<file path="config.mk">
export PLATFORM = sky130hd
export DESIGN_NAME = wb_bus_arbiter_2m
export DESIGN_NICKNAME = d
export VERILOG_FILES = /design/src/rtl/wb_bus_arbiter_2m.sv
export SDC_FILE = /design/constraint.sdc
export NUM_CORES = 1
export LEC_CHECK = 0
export BUFFER_PORTS_ARGS = -buffer_cell sky130_fd_sc_hd__buf_2
export CAP_MARGIN = 30
export CORE_AREA = 2 2 124 126
export CTS_BUF_LIST = sky130_fd_sc_hd__clkbuf_2 sky130_fd_sc_hd__clkbuf_4 sky130_fd_sc_hd__clkbuf_8
export DETAILED_ROUTE_END_ITERATION = 8
export DIE_AREA = 0 0 126 128
export PLACE_DENSITY = 0.57
export SLEW_MARGIN = 20
export SYNTH_ARGS = -nofsm -noshare
export SYNTH_HDL_FRONTEND = slang
export SYNTH_SLANG_ARGS = --single-unit
</file>
<file path="constraint.sdc">
create_clock -name clk -period 1.65 [get_ports clk]
set_input_delay 0.2475 -clock clk [delete_from_list [all_inputs] [get_ports clk]]
set_output_delay 0.2475 -clock clk [all_outputs]
set_load 0.05 [all_outputs]
</file>
<file path="src/rtl/wb_bus_arbiter_2m.sv">
// Two-master Wishbone B3 classic arbiter.
// m0 is the data-side master and m1 is the instruction-side master; they share
// one slave port. Grants are registered and held for a whole cyc burst. A
// watchdog ends hung slave cycles with an error pulse to the granted master.
//
// state | meaning
// IDLE  | no grant, every output 0, arbitrate on the next edge
// GNT0  | m0 owns the slave port until m0_cyc_i drops or a timeout fires
// GNT1  | m1 owns the slave port until m1_cyc_i drops or a timeout fires
module wb_bus_arbiter_2m #(
    parameter int AW      = 32,
    parameter int DW      = 32,
    parameter int RR_EN   = 1,
    parameter int TIMEOUT = 255
) (
    input  logic            clk,
    input  logic            rst,
    input  logic            m0_cyc_i,
    input  logic            m0_stb_i,
    input  logic            m0_we_i,
    input  logic [DW/8-1:0] m0_sel_i,
    input  logic [AW-1:0]   m0_adr_i,
    input  logic [DW-1:0]   m0_dat_i,
    output logic [DW-1:0]   m0_dat_o,
    output logic            m0_ack_o,
    output logic            m0_err_o,
    input  logic            m1_cyc_i,
    input  logic            m1_stb_i,
    input  logic            m1_we_i,
    input  logic [DW/8-1:0] m1_sel_i,
    input  logic [AW-1:0]   m1_adr_i,
    input  logic [DW-1:0]   m1_dat_i,
    output logic [DW-1:0]   m1_dat_o,
    output logic            m1_ack_o,
    output logic            m1_err_o,
    output logic            s_cyc_o,
    output logic            s_stb_o,
    output logic            s_we_o,
    output logic [DW/8-1:0] s_sel_o,
    output logic [AW-1:0]   s_adr_o,
    output logic [DW-1:0]   s_dat_o,
    input  logic [DW-1:0]   s_dat_i,
    input  logic            s_ack_i,
    input  logic            s_err_i,
    output logic [1:0]      gnt_o
);

    localparam logic [7:0] WCNT_TC = 8'(TIMEOUT - 1);

    typedef enum logic [1:0] {
        ST_IDLE = 2'd0,
        ST_GNT0 = 2'd1,
        ST_GNT1 = 2'd2
    } state_t;

    state_t     r_state;
    state_t     w_state_nxt;
    logic       r_last_gnt;     // 0 = m0 was granted last, 1 = m1
    logic [7:0] r_wcnt;
    logic       w_stb;
    logic       w_busy;
    logic       w_timeout;

    // Strobe of whichever master holds the grant; 0 when idle.
    assign w_stb = (r_state == ST_GNT0) ? m0_stb_i :
                   (r_state == ST_GNT1) ? m1_stb_i : 1'b0;

    // Slave is being waited on this cycle; a same-cycle ack/err beats the timeout.
    assign w_busy    = w_stb & ~s_ack_i & ~s_err_i;
    assign w_timeout = (r_wcnt == WCNT_TC) & w_busy;

    assign gnt_o = {r_state == ST_GNT1, r_state == ST_GNT0};

    // Next-state: arbitrate in IDLE, release on cyc drop or watchdog expiry.
    always_comb begin
        w_state_nxt = r_state;
        case (r_state)
            ST_IDLE: begin
                if (m0_cyc_i && m1_cyc_i) begin
                    if (RR_EN != 0 && r_last_gnt == 1'b0)
                        w_state_nxt = ST_GNT1;
                    else
                        w_state_nxt = ST_GNT0;
                end else if (m0_cyc_i) begin
                    w_state_nxt = ST_GNT0;
                end else if (m1_cyc_i) begin
                    w_state_nxt = ST_GNT1;
                end
            end
            ST_GNT0: if (!m0_cyc_i || w_timeout) w_state_nxt = ST_IDLE;
            ST_GNT1: if (!m1_cyc_i || w_timeout) w_state_nxt = ST_IDLE;
            default: w_state_nxt = ST_IDLE;
        endcase
    end

    // Bus steering: granted master passes straight through, everyone else sees 0.
    always_comb begin
        s_cyc_o  = 1'b0;
        s_stb_o  = 1'b0;
        s_we_o   = 1'b0;
        s_sel_o  = '0;
        s_adr_o  = '0;
        s_dat_o  = '0;
        m0_dat_o = '0;
        m0_ack_o = 1'b0;
        m0_err_o = 1'b0;
        m1_dat_o = '0;
        m1_ack_o = 1'b0;
        m1_err_o = 1'b0;
        case (r_state)
            ST_GNT0: begin
                s_cyc_o  = m0_cyc_i;
                s_stb_o  = w_stb;
                s_we_o   = m0_we_i;
                s_sel_o  = m0_sel_i;
                s_adr_o  = m0_adr_i;
                s_dat_o  = m0_dat_i;
                m0_dat_o = s_dat_i;
                m0_ack_o = s_ack_i;
                m0_err_o = s_err_i | w_timeout;
            end
            ST_GNT1: begin
                s_cyc_o  = m1_cyc_i;
                s_stb_o  = w_stb;
                s_we_o   = m1_we_i;
                s_sel_o  = m1_sel_i;
                s_adr_o  = m1_adr_i;
                s_dat_o  = m1_dat_i;
                m1_dat_o = s_dat_i;
                m1_ack_o = s_ack_i;
                m1_err_o = s_err_i | w_timeout;
            end
            default: ;
        endcase
    end

    // State, last-grant memory and watchdog counter.
    always_ff @(posedge clk) begin
        if (rst) begin
            r_state    <= ST_IDLE;
            r_last_gnt <= 1'b1;
            r_wcnt     <= 8'd0;
        end else begin
            r_state <= w_state_nxt;
            if (r_state == ST_GNT0 && w_state_nxt == ST_IDLE)
                r_last_gnt <= 1'b0;
            else if (r_state == ST_GNT1 && w_state_nxt == ST_IDLE)
                r_last_gnt <= 1'b1;
            if (w_busy && !w_timeout)
                r_wcnt <= r_wcnt + 8'd1;
            else
                r_wcnt <= 8'd0;
        end
    end

endmodule
</file>
# Word level (Yosys, flattened, before mapping)
# Index checks and enable logic that the tools add are counted.
word_totals:
  register_bits: 11
  word_cells: 51
op_classes:
  addsub: 1
  eq_ne: 3
  n_mux: 23
  reduce_logical: 14
  n_bitwise: 7
op_table:
  columns: ["op", "n"]
  rows:
  - ["$pmux W32 S2", 2]
  - ["$mux W32", 2]
  - ["$mux W2", 6]
  - ["$mux W1", 9]
  - ["$add A8 B1 Y8 const B", 1]
  - ["$eq A8 B8 Y1 const B", 1]
  - ["$pmux W4 S2", 1]
  - ["$pmux W2 S3", 1]
  - ["$logic_and A1 B1 Y1", 4]
  - ["$logic_not A2 Y1", 2]
  - ["$pmux W1 S2", 2]
  - ["$reduce_or A2 Y1", 2]
  - ["$and A1 B1 Y1", 3]
  - ["$logic_not A1 Y1", 3]
  - ["$not A1 Y1", 3]
  - ["$eq A2 B1 Y1 const B", 1]
  - ["$eq A2 B2 Y1 const B", 1]
  - ["$logic_or A1 B1 Y1", 2]
  - ["$reduce_bool A2 Y1", 1]
  - ["$or A1 B1 Y1", 1]

# Depth between registers and ports, before layout
depth:
  word_depth: 13
  mapped_depth: 8
  ltp_nobuf: 7

# Worst setup path after synthesis
# Ideal clock, no wire load.
synth_path:
  path_type: "register to output"
  startpoint: "register r_state[0]"
  endpoint: "output port s_dat_o[16]"
  arrival_ns: 2.454
  slack_ns: -1.052
  stages_incl_launch_ff: 8
  n_path_buf: 3
  t_required_ns: 1.402
  cell_sequence: "dfxtp_1 > inv_1 > ha_1 > buf_2 > buf_2 > buf_1 > a22oi_1 > nor2b_1"
synth_via:
  elab_chain_len: 2
  word_cells_on_any_way: 3
  cone_classes: "2 x eq/ne; 1 x mux"
synth_rtl:
  columns: ["element", "line_no", "text"]
  rows:
  - ["start: declaration", "56", "state_t r_state;"]
  - ["start signal: assignment", "144", "r_state <= w_state_nxt;"]
  - ["$eq A2 B2 Y1", null, null]
  - ["via gnt_o[1]", "45", "output logic [1:0] gnt_o"]
  - ["$pmux W32 S2", "110", "case (r_state)"]
  - ["end: declaration", "41", "output logic [DW-1:0] s_dat_o,"]
# The timed path passes the listed nets, and every way through them passes these cells.

# Final worst setup path
layout_path:
  startpoint: "register r_state[1]"
  endpoint: "output port s_dat_o[21]"
layout_via:
  elab_chain_len: 2
  word_cells_on_any_way: 3
  cone_classes: "2 x eq/ne; 1 x mux"
layout_rtl:
  columns: ["element", "line_no"]
  rows:
  - ["$eq A2 B2 Y1 / $eq A2 B1 Y1 (equally long branches)", "110"]
  - ["$pmux W32 S2 (*)", "110"]
# Mark *: on every way between the ends. The rest lies on a longest branch, timed or not.

==> impl_results.html <==
<table>
<tr><th>Metric</th><th>Value</th></tr>
<tr><th colspan="2">Routing</th></tr>
<tr><td>Total number of vias</td><td>3746</td></tr>
<tr><td>Detailed-routing wirelength on met1</td><td>5520 um</td></tr>
<tr><td>Met2 WL</td><td>8500 um</td></tr>
<tr><td>Wire length on met3</td><td>1150 um</td></tr>
<tr><td>DRC errors left</td><td>0</td></tr>
<tr><td>Total Wirelength</td><td>about 16000 um</td></tr>
<tr><td>Via count normalized by instance count</td><td>4.46</td></tr>
<tr><td>Antenna viol nets, final</td><td>0</td></tr>
<tr><td>Violation count after the first detailed-route iteration</td><td>124</td></tr>
<tr><td>Topmost layer with routed signal wires</td><td>met5</td></tr>
<tr><td>Routed WL per cell</td><td>18.6 um</td></tr>
<tr><td>Detailed-routing iteration count for the pre-antenna-repair pass</td><td>4</td></tr>
<tr><th colspan="2">Worst setup path</th></tr>
<tr><td>Cell class contributing the biggest share of worst-path delay</td><td>buffers and inverters</td></tr>
<tr><td>Startpoint of the worst-slack reg-to-reg timing path</td><td>r_state[1]</td></tr>
<tr><td>Logic depth of the worst register-to-register path</td><td>9</td></tr>
<tr><td>Required time of the worst setup path</td><td>between 1 and 1.5 ns</td></tr>
<tr><td>Type of element launching the critical path</td><td>flip-flop</td></tr>
<tr><td>Maximum net fanout on the critical path</td><td>7</td></tr>
<tr><td>R2R Path End</td><td>r_state[0]</td></tr>
<tr><td>Critical path's largest stage delay</td><td>0.37 ns</td></tr>
<tr><td>Critical setup path kind</td><td>reg -&gt; out</td></tr>
<tr><td>Critical path's slowest cell</td><td>dfxtp_4</td></tr>
<tr><td>Number of buffer and inverter instances along the worst setup path</td><td>4</td></tr>
<tr><td>Worst Setup End Kind</td><td>output pin</td></tr>
<tr><td>Endpoint arrival time on the critical path</td><td>roughly 1.7 ns</td></tr>
<tr><td>Ordered list of cells on the worst path</td><td>inv_4 -&gt; ha_4 -&gt; buf_12 -&gt; clkbuf_16 -&gt; a22oi_1 -&gt; nor2b_4 -&gt; buf_6</td></tr>
<tr><td>Worst R2R Setup Slack</td><td>-0.06 ns</td></tr>
<tr><th colspan="2">CTS</th></tr>
<tr><td>TritonCTS clock tree</td><td>done</td></tr>
<tr><td>Total CTS buffers</td><td>3</td></tr>
<tr><td>Cts hold-fix bufs</td><td>0</td></tr>
<tr><td>Worst-path clk slew</td><td>0.05 ns</td></tr>
<tr><td>Worst skew pair latency</td><td>0.24 ns</td></tr>
<tr><td>H-tree Lvls</td><td>1</td></tr>
<tr><td>Sink count of the clock tree</td><td>11</td></tr>
<tr><td>Max Buffers Root-to-Sink</td><td>2</td></tr>
<tr><td>Root buffer cell</td><td>clkbuf_8</td></tr>
<tr><th colspan="2">Power</th></tr>
<tr><td>Overall power of the completed layout</td><td>3.39 mW</td></tr>
<tr><td>Switching part of the total power</td><td>45.8%</td></tr>
<tr><td>Leakage power</td><td>2.89 nW</td></tr>
<tr><td>Net switching power figure</td><td>approximately 1.6 mW</td></tr>
<tr><td>Internal cell power</td><td>1.84 mW</td></tr>
<tr><td>Power per standard cell area</td><td>roughly 510 nW/um2</td></tr>
<tr><td>Clock network power share</td><td>8.5%</td></tr>
<tr><td>Logic gate share of total power</td><td>a little over four fifths</td></tr>
<tr><td>Sequential cell fraction of total power</td><td>8.3%</td></tr>
<tr><td>Maximum vdd drop</td><td>approximately 0.26 mV</td></tr>
<tr><th colspan="2">GRT</th></tr>
<tr><td>Antenna violations before repair</td><td>5</td></tr>
<tr><td>Maximum number of pins on one net before global-route repair</td><td>60</td></tr>
<tr><td>Via count of the first global-routing pass</td><td>approximately 3400</td></tr>
<tr><td>Leftover overflow at the end of global routing</td><td>0</td></tr>
<tr><td>First-pass GRT wire length</td><td>18800 um</td></tr>
<tr><td>Total global-route track usage</td><td>14.7%</td></tr>
<tr><th colspan="2">Die</th></tr>
<tr><td>Number of placement rows</td><td>45</td></tr>
<tr><td>Die ar.</td><td>16100 um2</td></tr>
<tr><td>X dimension of the die</td><td>about 130 um</td></tr>
<tr><td>Total I/O pin count</td><td>319</td></tr>
<tr><td>Starting density of the core</td><td>14.3%</td></tr>
<tr><td>Core area</td><td>~15000 um2</td></tr>
<tr><td>Die Y</td><td>roughly 130 um</td></tr>
<tr><th colspan="2">Logic synthesis</th></tr>
<tr><td>Unique cell type count in the Yosys netlist</td><td>30</td></tr>
<tr><td>Post-synthesis async set-or-reset flop share</td><td>0%</td></tr>
<tr><td>Cell taking the most area after synthesis</td><td>a22oi_1</td></tr>
<tr><td>Avg Synthesized Cell Area</td><td>6.90 um2</td></tr>
<tr><td>Sequential fraction of the synthesis area</td><td>10.4%</td></tr>
<tr><td>Most frequent cells after synthesis</td><td>73 x nor2b_1, 70 x a22oi_1, 66 x and2_1</td></tr>
<tr><td>Post-synth top area share</td><td>24.7%</td></tr>
<tr><td>Cell types occupying the most area after synthesis</td><td>a22oi_1 25%, nor2b_1 21%, and2_1 19%</td></tr>
<tr><td>Total nets after synthesis</td><td>492</td></tr>
<tr><td>Main synth FF type</td><td>dfxtp_1</td></tr>
<tr><td>Most frequent cell after synthesis</td><td>nor2b_1</td></tr>
<tr><td>Flop and latch count out of synthesis</td><td>11</td></tr>
<tr><td>Netlist area before placement</td><td>roughly 2100 um2</td></tr>
<tr><td>Synth Instances</td><td>308</td></tr>
<tr><td>Number of synthesized flops with an enable pin</td><td>0</td></tr>
<tr><td>Count of synthesis-stage warnings from yosys</td><td>0</td></tr>
<tr><th colspan="2">Run status</th></tr>
<tr><td>Outcome</td><td>finished with violations</td></tr>
<tr><td>Violations in the final reports</td><td>negative setup slack</td></tr>
<tr><th colspan="2">Timing</th></tr>
<tr><td>Hold_ws</td><td>0.240 ns</td></tr>
<tr><td>Final-report hold violation count</td><td>0</td></tr>
<tr><td>Post-Route Skew</td><td>0.00169 ns</td></tr>
<tr><td>Worst Max-Slew Pin Slew</td><td>approximately 0.38 ns</td></tr>
<tr><td>RSZ-0062 raised after global routing</td><td>yes</td></tr>
<tr><td>Worst slew margin</td><td>~75%</td></tr>
<tr><td>Crit path time final</td><td>1.97 ns</td></tr>
<tr><td>Post-route clock period utilization</td><td>119%</td></tr>
<tr><td>Final worst slack</td><td>-0.320 ns</td></tr>
<tr><td>Final Max Slew Viols</td><td>0</td></tr>
<tr><td>Setup-violating endpoint count in the final report</td><td>142</td></tr>
<tr><td>Fmax</td><td>~0.51 GHz</td></tr>
<tr><th colspan="2">Placed design</th></tr>
<tr><td>Detailed-placement wirelength estimate</td><td>10100 um</td></tr>
<tr><td>Port Buffer Count</td><td>318</td></tr>
<tr><td>Instance area after placement</td><td>about 5000 um2</td></tr>
<tr><td>Weighted congestion reported at the end of routability-driven placement</td><td>0.814</td></tr>
<tr><th colspan="2">Cells and area</th></tr>
<tr><td>Layout Nets</td><td>835</td></tr>
<tr><td>Final cell area excluding filler cells</td><td>6610 um2</td></tr>
<tr><td>Area grow syn2layout</td><td>211%</td></tr>
<tr><td>Share of final-layout standard cells stronger than drive strength 1</td><td>83.4%</td></tr>
<tr><td>Finished Core Util</td><td>between 40 and 50%</td></tr>
<tr><th colspan="2">Min path</th></tr>
<tr><td>Worst Hold Depth</td><td>2</td></tr>
<tr><td>Hold path startpoint</td><td>rst</td></tr>
<tr><td>Worst Hold End</td><td>r_state[0]</td></tr>
<tr><td>Hold WC Path Type</td><td>in -&gt; reg</td></tr>
<tr><th colspan="2">Job</th></tr>
<tr><td>Max-cap violations</td><td>0</td></tr>
</table>
[final cells by class]
class	instances	area (um2)
Tap cell	188	235
Inverter	3	16.3
Sequential cell	11	228
Antenna cell	2	5.00
Fill cell	1406	8250
Clock buffer	4	48.8
Timing Repair Buffer	369	3480
Multi-Input combinational cell	263	2600
[state kept, by name, summed over array words and instances, names as in the netlist]
register    cells
r_last_gnt      1
r_wcnt          8
r_state         2
[layout by cell type, fill, tap and decap left out, types with 3 or more instances in the layout]
master and n:
buf_2 177, buf_6 100, nor2b_4 72, a22oi_1 58, and2_4 48, buf_8 39, buf_4 21, and2_2 18
buf_12 18, a22oi_2 12, nor2_1 11, clkbuf_16 9, dfxtp_1 9, xor2_1 5, buf_16 5, nand2_1 4
nand3_1 3, ha_4 3, ha_1 3, clkbuf_8 3
[power by group through the flow]
stage	Sequential (mW)	Clock, mW	Combinational [mW]
detailed placement	0.287	0	2.08
finish	0.282	0.288	2.82
global route	0.283	0.320	2.94
CTS	0.282	0.300	2.36
global placement	0.287	0	2.08
floorplan	0.288	0	1.50
[through the flow]
| stage | std cells | worst slack [ns] | setup TNS [ns] |
|---|---|---|---|
| after floorplan | 308 | -0.302 | -7.17 |
| after global placement | 804 | -0.159 | -1.63 |
| after detailed placement | 804 | -0.167 | -1.70 |
| after CTS | 816 | -0.344 | -25.44 |
| after global routing | 840 | -0.404 | -37.79 |
| final | 840 | -0.320 | -28.55 |
[per-layer routing]
metal  up-vias  global-route usage, %
met2       228                   29.0
met1      1726                   15.5
met5         -                      0
met4         4                   4.40
li1       1755                      -
met3        33                   3.21
[repair_timing]
item                                   4_1_cts  5_1_grt
setup endpoints to repair                  141      152
pin swaps                                    0       17
gates resized for setup                    222      158
setup buffers                                4       10
endpoints found under the hold margin        0        0
gates cloned                                 4       13
[logic make-up (layout without fill, tap and decap cells)]
logic type | Yosys count | count (layout) | synth area share, %
AO/OA/AOI/OAI | 81 | 81 | 28.6
XOR/XNOR | 6 | 6 | 2.47
adder cells (fa/ha/maj) | 6 | 6 | 3.53
buffers and inverters | 34 | 376 | 6.65
flip-flops | 11 | 11 | 10.4
other | 0 | 2 | 0
AND/OR/NAND/NOR | 170 | 170 | 48.4
[how the worst max path moves through the flow]
stage / start / end / cells after the start
finish: r_state[1] / s_dat_o[21] / 7
global route: r_state[1] / m0_err_o / 8
CTS: r_state[1] / m0_err_o / 8
detailed placement: r_state[1] / m0_err_o / 8
global placement: r_state[1] / m0_err_o / 8
floorplan: r_state[1] / m0_err_o / 8
Power figures use the tool's default switching activity.
